### src/rtl/dds_pkg.sv
// ---------------------------------------------------------------------------
// dds_pkg
// Shared definitions for the DDS sweep controller:
//   - sweep_state_t : sweep FSM state encoding
//   - DEF_*         : default widths for the frequency word, phase word and
//                     dwell counter
// ---------------------------------------------------------------------------
package dds_pkg;

  localparam int DEF_F_WORD_N = 32;
  localparam int DEF_P_WORD_M = 12;
  localparam int DEF_DWELL_W  = 16;

  typedef enum logic [1:0] {
    IDLE   = 2'd0,
    UP     = 2'd1,
    DOWN   = 2'd2,
    FINISH = 2'd3
  } sweep_state_t;

endpackage

### src/rtl/dds_dwell_timer.sv
// ---------------------------------------------------------------------------
// dds_dwell_timer
// Counts how long the current frequency has been held.
// Ports:
//   clk    - rising-edge clock
//   rst    - synchronous active-high reset (counter to 0)
//   load   - start a new hold period of max(dwell,1) cycles
//   dwell  - hold length in cycles (0 behaves as 1)
//   expire - high in the last cycle of the hold period
// ---------------------------------------------------------------------------
module dds_dwell_timer
  import dds_pkg::*;
#(
  parameter int DWELL_W = DEF_DWELL_W
) (
  input  logic               clk,
  input  logic               rst,
  input  logic               load,
  input  logic [DWELL_W-1:0] dwell,
  output logic               expire
);

  logic [DWELL_W-1:0] cnt_r;

  // Down-counter holding the remaining cycles minus one; a zero dwell loads 0
  // so that the very next edge already sees the period as expired.
  always_ff @(posedge clk) begin
    if (rst) begin
      cnt_r <= '0;
    end else if (load) begin
      cnt_r <= (dwell == '0) ? '0 : (dwell - DWELL_W'(1));
    end else if (cnt_r != '0) begin
      cnt_r <= cnt_r - DWELL_W'(1);
    end else begin
      cnt_r <= cnt_r;
    end
  end

  assign expire = (cnt_r == '0);

endmodule

### src/rtl/dds_sweep_ctrl.sv
// ---------------------------------------------------------------------------
// dds_sweep_ctrl
// Frequency sweep controller for a DDS. Steps the frequency word from f_start
// towards f_stop by f_step, holding each value for max(dwell,1) cycles.
// mode=0 runs one up-sweep and pulses done; mode=1 bounces between the
// endpoints until stop. Configuration is latched at start.
// Optional feature (macro DDS_SWEEP_PHASE_STEP_EN): adds port p_step and
// advances p_ctrl by p_step (mod 2^P_WORD_M) on every frequency step.
// Ports:
//   clk, rst                 - clock, synchronous active-high reset
//   start, stop, mode        - sweep request, abort, 0=single/1=triangle
//   f_start, f_stop, f_step  - sweep endpoints and increment (FW bits)
//   dwell                    - cycles per frequency (0 acts as 1)
//   p_base                   - phase offset
//   p_step                   - phase increment (only with the macro)
//   f_ctrl, p_ctrl           - registered frequency and phase words
//   busy, done, dir          - sweep active, single-sweep done pulse, down leg
// ---------------------------------------------------------------------------
module dds_sweep_ctrl
  import dds_pkg::*;
#(
  parameter int F_WORD_N = DEF_F_WORD_N,
  parameter int P_WORD_M = DEF_P_WORD_M,
  parameter int DWELL_W  = DEF_DWELL_W,
  localparam int FW      = F_WORD_N - P_WORD_M
) (
  input  logic                clk,
  input  logic                rst,
  input  logic                start,
  input  logic                stop,
  input  logic                mode,
  input  logic [FW-1:0]       f_start,
  input  logic [FW-1:0]       f_stop,
  input  logic [FW-1:0]       f_step,
  input  logic [DWELL_W-1:0]  dwell,
  input  logic [P_WORD_M-1:0] p_base,
`ifdef DDS_SWEEP_PHASE_STEP_EN
  input  logic [P_WORD_M-1:0] p_step,
`endif
  output logic [FW-1:0]       f_ctrl,
  output logic [P_WORD_M-1:0] p_ctrl,
  output logic                busy,
  output logic                done,
  output logic                dir
);

  sweep_state_t        state_r, state_s;
  logic [FW-1:0]       f_start_r, f_stop_r, f_step_r;
  logic [DWELL_W-1:0]  dwell_r;
  logic                mode_r;
  logic [FW-1:0]       f_ctrl_r, f_ctrl_s;
  logic [P_WORD_M-1:0] p_ctrl_r, p_ctrl_s, p_adv_s;
  logic                busy_r, busy_s, done_r, done_s, dir_r, dir_s;
  logic                latch_s, tmr_load_s, expire_s;
  logic [DWELL_W-1:0]  tmr_dwell_s;
  logic [FW:0]         sum_s, diff_s;
  logic                up_hit_s, dn_hit_s;

  // One extra bit so the up step cannot wrap and the down step exposes a borrow.
  assign sum_s    = {1'b0, f_ctrl_r} + {1'b0, f_step_r};
  assign diff_s   = {1'b0, f_ctrl_r} - {1'b0, f_step_r};
  assign up_hit_s = (sum_s >= {1'b0, f_stop_r});
  assign dn_hit_s = diff_s[FW] || (diff_s[FW-1:0] <= f_start_r);

`ifdef DDS_SWEEP_PHASE_STEP_EN
  logic [P_WORD_M-1:0] p_step_r;

  // Phase increment is latched with the rest of the sweep configuration.
  always_ff @(posedge clk) begin
    if (rst) begin
      p_step_r <= '0;
    end else if (latch_s) begin
      p_step_r <= p_step;
    end else begin
      p_step_r <= p_step_r;
    end
  end

  assign p_adv_s = p_ctrl_r + p_step_r;
`else
  assign p_adv_s = p_ctrl_r;
`endif

  dds_dwell_timer #(.DWELL_W(DWELL_W)) u_dwell (
    .clk    (clk),
    .rst    (rst),
    .load   (tmr_load_s),
    .dwell  (tmr_dwell_s),
    .expire (expire_s)
  );

  // Next-state and next-output logic; stop overrides everything outside IDLE.
  always_comb begin
    state_s     = state_r;
    f_ctrl_s    = f_ctrl_r;
    p_ctrl_s    = p_ctrl_r;
    busy_s      = busy_r;
    done_s      = 1'b0;
    dir_s       = dir_r;
    latch_s     = 1'b0;
    tmr_load_s  = 1'b0;
    tmr_dwell_s = dwell_r;
    if ((state_r != IDLE) && stop) begin
      state_s = IDLE;
      busy_s  = 1'b0;
      dir_s   = 1'b0;
    end else begin
      case (state_r)
        IDLE: begin
          if (start && !stop) begin
            latch_s     = 1'b1;
            state_s     = UP;
            f_ctrl_s    = f_start;
            p_ctrl_s    = p_base;
            busy_s      = 1'b1;
            dir_s       = 1'b0;
            tmr_load_s  = 1'b1;
            tmr_dwell_s = dwell;
          end else begin
            state_s = IDLE;
          end
        end
        UP: begin
          if (expire_s) begin
            tmr_load_s = 1'b1;
            p_ctrl_s   = p_adv_s;
            if (up_hit_s) begin
              f_ctrl_s = f_stop_r;
              if (mode_r) begin
                state_s = DOWN;
                dir_s   = 1'b1;
              end else begin
                state_s = FINISH;
                done_s  = 1'b1;
              end
            end else begin
              f_ctrl_s = sum_s[FW-1:0];
            end
          end else begin
            state_s = UP;
          end
        end
        DOWN: begin
          if (expire_s) begin
            tmr_load_s = 1'b1;
            p_ctrl_s   = p_adv_s;
            if (dn_hit_s) begin
              f_ctrl_s = f_start_r;
              dir_s    = 1'b0;
              state_s  = UP;
            end else begin
              f_ctrl_s = diff_s[FW-1:0];
            end
          end else begin
            state_s = DOWN;
          end
        end
        FINISH: begin
          state_s = IDLE;
          busy_s  = 1'b0;
        end
        default: begin
          state_s = IDLE;
          busy_s  = 1'b0;
          dir_s   = 1'b0;
        end
      endcase
    end
  end

  // State, output and latched-configuration registers.
  always_ff @(posedge clk) begin
    if (rst) begin
      state_r   <= IDLE;
      f_ctrl_r  <= '0;
      p_ctrl_r  <= '0;
      busy_r    <= 1'b0;
      done_r    <= 1'b0;
      dir_r     <= 1'b0;
      f_start_r <= '0;
      f_stop_r  <= '0;
      f_step_r  <= '0;
      dwell_r   <= '0;
      mode_r    <= 1'b0;
    end else begin
      state_r  <= state_s;
      f_ctrl_r <= f_ctrl_s;
      p_ctrl_r <= p_ctrl_s;
      busy_r   <= busy_s;
      done_r   <= done_s;
      dir_r    <= dir_s;
      if (latch_s) begin
        f_start_r <= f_start;
        f_stop_r  <= f_stop;
        f_step_r  <= f_step;
        dwell_r   <= dwell;
        mode_r    <= mode;
      end else begin
        f_start_r <= f_start_r;
        f_stop_r  <= f_stop_r;
        f_step_r  <= f_step_r;
        dwell_r   <= dwell_r;
        mode_r    <= mode_r;
      end
    end
  end

  assign f_ctrl = f_ctrl_r;
  assign p_ctrl = p_ctrl_r;
  assign busy   = busy_r;
  assign done   = done_r;
  assign dir    = dir_r;

endmodule

### config.mk
export PLATFORM = sky130hd
export DESIGN_NAME = dds_sweep_ctrl
export DESIGN_NICKNAME = d
export VERILOG_FILES = /design/src/rtl/dds_pkg.sv /design/src/rtl/dds_dwell_timer.sv /design/src/rtl/dds_sweep_ctrl.sv
export SDC_FILE = /design/constraint.sdc
export NUM_CORES = 1
export LEC_CHECK = 0
export ABC_CLOCK_PERIOD_IN_PS = 10100
export CAP_MARGIN = 20
export CORE_AREA = 2 2 132 134
export CTS_BUF_LIST = sky130_fd_sc_hd__clkbuf_16
export DETAILED_ROUTE_END_ITERATION = 10
export DIE_AREA = 0 0 134 136
export PLACE_DENSITY_LB_ADDON = 0.05
export REMOVE_ABC_BUFFERS = 1
export SYNTH_ARGS = -nofsm -noshare
export SYNTH_HDL_FRONTEND = slang
export SYNTH_HIERARCHICAL = 1
export SYNTH_SLANG_ARGS = --single-unit
### constraint.sdc
create_clock -name clk -period 10.1 [get_ports clk]
set_clock_uncertainty 0.2 [all_clocks]
set_input_delay 1.01 -clock clk [delete_from_list [all_inputs] [get_ports clk]]
set_output_delay 1.01 -clock clk [all_outputs]
set_load 0.02 [all_outputs]
==> metrics.md <==
| Metric | Value |
|---|---|
| CP bufs+invs | 3 |
| Worst Reg-to-Reg Cells | 20 |
| Gr usage total | 0.296 |
| CTS buffer count | 17 |
| Row cnt | 48 |
| Number of port buffers | 127 |
| Sequential share of the synthesized area | 0.286 |
| Register-to-register setup slack | 4.50 ns |
| CTS H-tree depth | 4 |
| Tcrit/Tclk final | 0.555 |
| I/O Pins | ~130 |
| Most common cell after layout, fill and taps aside | nand2_1 |
| Placeable Area | around 17000 sq um |
| Post-route minimum period | about 5.6 ns |
| Number of global-route vias before repair | 8494 |
| Worst skew pair latency | 0.43 ns |
| Share of layout cells above drive strength 1 | 0.0637 |
| CP Data Arrival Time | 5.67 ns |
| Synth async-reset ratio | 0 |
| Number of max-cap violations | 0 |
| Crit path cell chain | inv_1 > ha_1 > inv_1 > fa_1 > a211oi_2 > nor4_1 > o31ai_4 > o21bai_2 > o41ai_1 > xnor2_1 > ha_1 > nand4_1 > or3_1 > a211oi_1 > o31ai_1 > nor2_2 > buf_4 > mux2_1 > a22oi_1 > o22ai_1 |
| Fmax | 179 MHz |
| Fin. Hold Viols | 0 |
| DRC errors left | 0 |
| Crit. End Element | flop |
| Initial DRT Pass Iterations | 5 |
| Buffers inserted by post-CTS timing repair | 0 |
| Status | completed |
| Post-Syn Instances | 1194 |
| Die Y | 136 microns |
| CTS Hold Bufs | 0 |
| Pwr Density | 230 nW/um^2 |
| Worst Hold Slack | 0.253 ns |
| Critical Path Source Type | flop |
| Starting Density | 0.540 |
| Max-slew violation count | 0 |
| Synth Register Bits | 130 |
| Routability Congestion | slightly below 1 |
| CTS tree | built |
| CP Class | flop to flop |
| Required time of the critical path | 10.17 ns |
| Storage element area | 2600 sq um |
| DR vias | 8779 |
| Area of the die | around 18000 sq um |
| Die W | 134 microns |
| RSZ-0062 raised after global routing | false |
| Worst Slack Setup Final | 4.50 ns |
| Reg-to-Reg End | f_ctrl[2] |
| EDFF count, synth | 0 |
| Synth Warn # | 6 |
| Detail-routed via count per cell | 5.75 |
| Origin of the critical flop-to-flop path | f_ctrl[0] |
| WL/cell | between 15 and 20 microns |
| VDD IR-drop max | 0.162 mV |
| Synth unique cells | between 80 and 90 |
| Worst path top cell family by delay | simple AND/OR/NAND/NOR gates |
| Max incr delay on CP | 0.69 ns |
| Worst slew pin tran | approximately 1.1 ns |
| Initial antenna violation count | 0 |
| Mapped Area | between 9000 and 10000 sq um |
| CTS root buf | clkbuf_16 |
| Lkg Pwr | about 4.4 nW |
| DP HPWL | 19100 microns |
| Drt total wl | 26500 microns |
| Synth Flop Type | dfxtp_1 |
| Clock tree buffer depth | 2 |
| CP Depth | 20 |
| Final setup viols | 0 |
| Commonest cells after routing, fill and taps aside | nand2_1 (241), a21oi_1 (152), dfxtp_1 (130) |
| Final ANT Viol Nets | 0 |
| Fillers | 1537 |
| Multi-input gate area | between 5000 and 6000 sq um |
| Worst-path fanout max | 14 |
| Clk sinks | 130 |
| Max_slew headroom | 0.258 |
| Synth area leaders | dfxtp_1 (29%), ha_1 (12%), nand2_1 (9.9%) |
| Dpl ws | roughly 4.6 ns |
| Area growth syn-to-layout | 21.4% |
| Final #Nets | 1471 |
| Slowest CP cell | nor4_1 |
| Crit. Startpoint | f_ctrl[0] |
| Hold Path Class | flop to flop |
| Avg Synthesized Cell Area | roughly 7.6 sq um |
| Remaining global-route overflow | 0 |
| Fin Setup TNS | 0 ns |
| Worst setup endpoint | f_ctrl[2] |
| Yosys top cell area share | 0.286 |
| Post-CTS sizing | 0 |
| First-pass GRT wire length | 43000 microns |
| N_diodes | 0 |
| Largest net degree at the start of global routing | 80 |
| Worst-path clk slew | 0.06 ns |
| Iter 0 DRT Violations | 544 |
| Post-synth top area cell | dfxtp_1 |
worst register-to-register path, delay by kind of cell, from the launching register on:
| kind | cells | cell delay, ns |
|---|---|---|
| XOR/XNOR | 1 | 0.17 |
| AND/OR/NAND/NOR | 4 | 1.62 |
| flip-flops | 1 | 0.38 |
| adder cells (fa/ha/maj) | 3 | 0.80 |
| buffers and inverters | 3 | 0.50 |
| AO/OA/AOI/OAI | 8 | 1.44 |
| multiplexers | 1 | 0.37 |
stage by stage:
stage	std cells	utilization	power, mW	instance area [sq um]
6_report	1527	0.655	2.54	11100
5_1_grt	1527	0.655	2.72	11100
2_1_floorplan	1132	-	1.56	8840
4_1_cts	1527	0.655	2.54	11100
3_5_place_dp	1495	0.621	1.93	10500
3_3_place_gp	1495	0.621	1.91	10500
state kept, by name, indices dropped and copies added (netlist names):
signal / flops
f_stop_r: 20
u_dwell/cnt_r: 16
mode_r: 1
busy: 1
p_ctrl: 12
state_r: 2
done: 1
f_start_r: 20
dwell_r: 16
dir: 1
f_step_r: 20
f_ctrl: 20
cells in the mapped netlist, types with 11 or more instances:
master      n
nor2_1     65
ha_1       87
nand2b_1   14
dfxtp_1   130
nor2b_1    12
o22ai_1    14
inv_1      86
nor3_1     24
a21oi_1   152
a211oi_1   12
xnor2_1    34
mux2_1     15
and3_1     12
o21ai_0    32
nand2_1   241
xor2_1     18
a31oi_1    11
clkbuf_1   53
cells by family (layout without fill, tap and decap cells):
group / Yosys count / count (layout) / synth area share
AO/OA/AOI/OAI: 326 / 326 / 0.233
XOR/XNOR: 52 / 52 / 0.0500
adder cells (fa/ha/maj): 89 / 89 / 0.124
AND/OR/NAND/NOR: 423 / 423 / 0.210
multiplexers: 25 / 25 / 0.0326
buffers and inverters: 149 / 257 / 0.0649
flip-flops: 130 / 130 / 0.286
power breakdown:
part	internal, mW	switching (mW)	total, mW
logic	0.534	0.768	1.30
registers	0.576	0.0573	0.633
clock network	0.346	0.264	0.610
layer usage:
metal  track usage  share of wire  up-vias
met4         0.102          0.025        0
li1              -              -     4354
met5             0              0        -
met1         0.385           0.45     4091
met3        0.0593          0.063       47
met2         0.492           0.46      287
worst min-delay path by stage:
stage	endpoint	from	depth (start not counted)
final	p_ctrl[11]	p_ctrl[11]	2
after global routing	p_ctrl[11]	p_ctrl[11]	2
after CTS	p_ctrl[11]	p_ctrl[11]	2
after detailed placement	f_stop_r[3]	f_stop_r[3]	2
after global placement	p_ctrl[11]	p_ctrl[11]	2
after floorplan	f_start_r[16]	f_start_r[16]	2
cell type report:
| type | count | share of cell area |
|---|---|---|
| Clock inverter | 15 | 0.0132 |
| Tap cell | 225 | 0.0255 |
| Clock buffer | 17 | 0.0385 |
| Sequential cell | 130 | 0.235 |
| Timing Repair Buffer | 138 | 0.122 |
| Multi-Input combinational cell | 915 | 0.536 |
| Inverter | 87 | 0.0295 |
(Power assumes the default switching activity.)
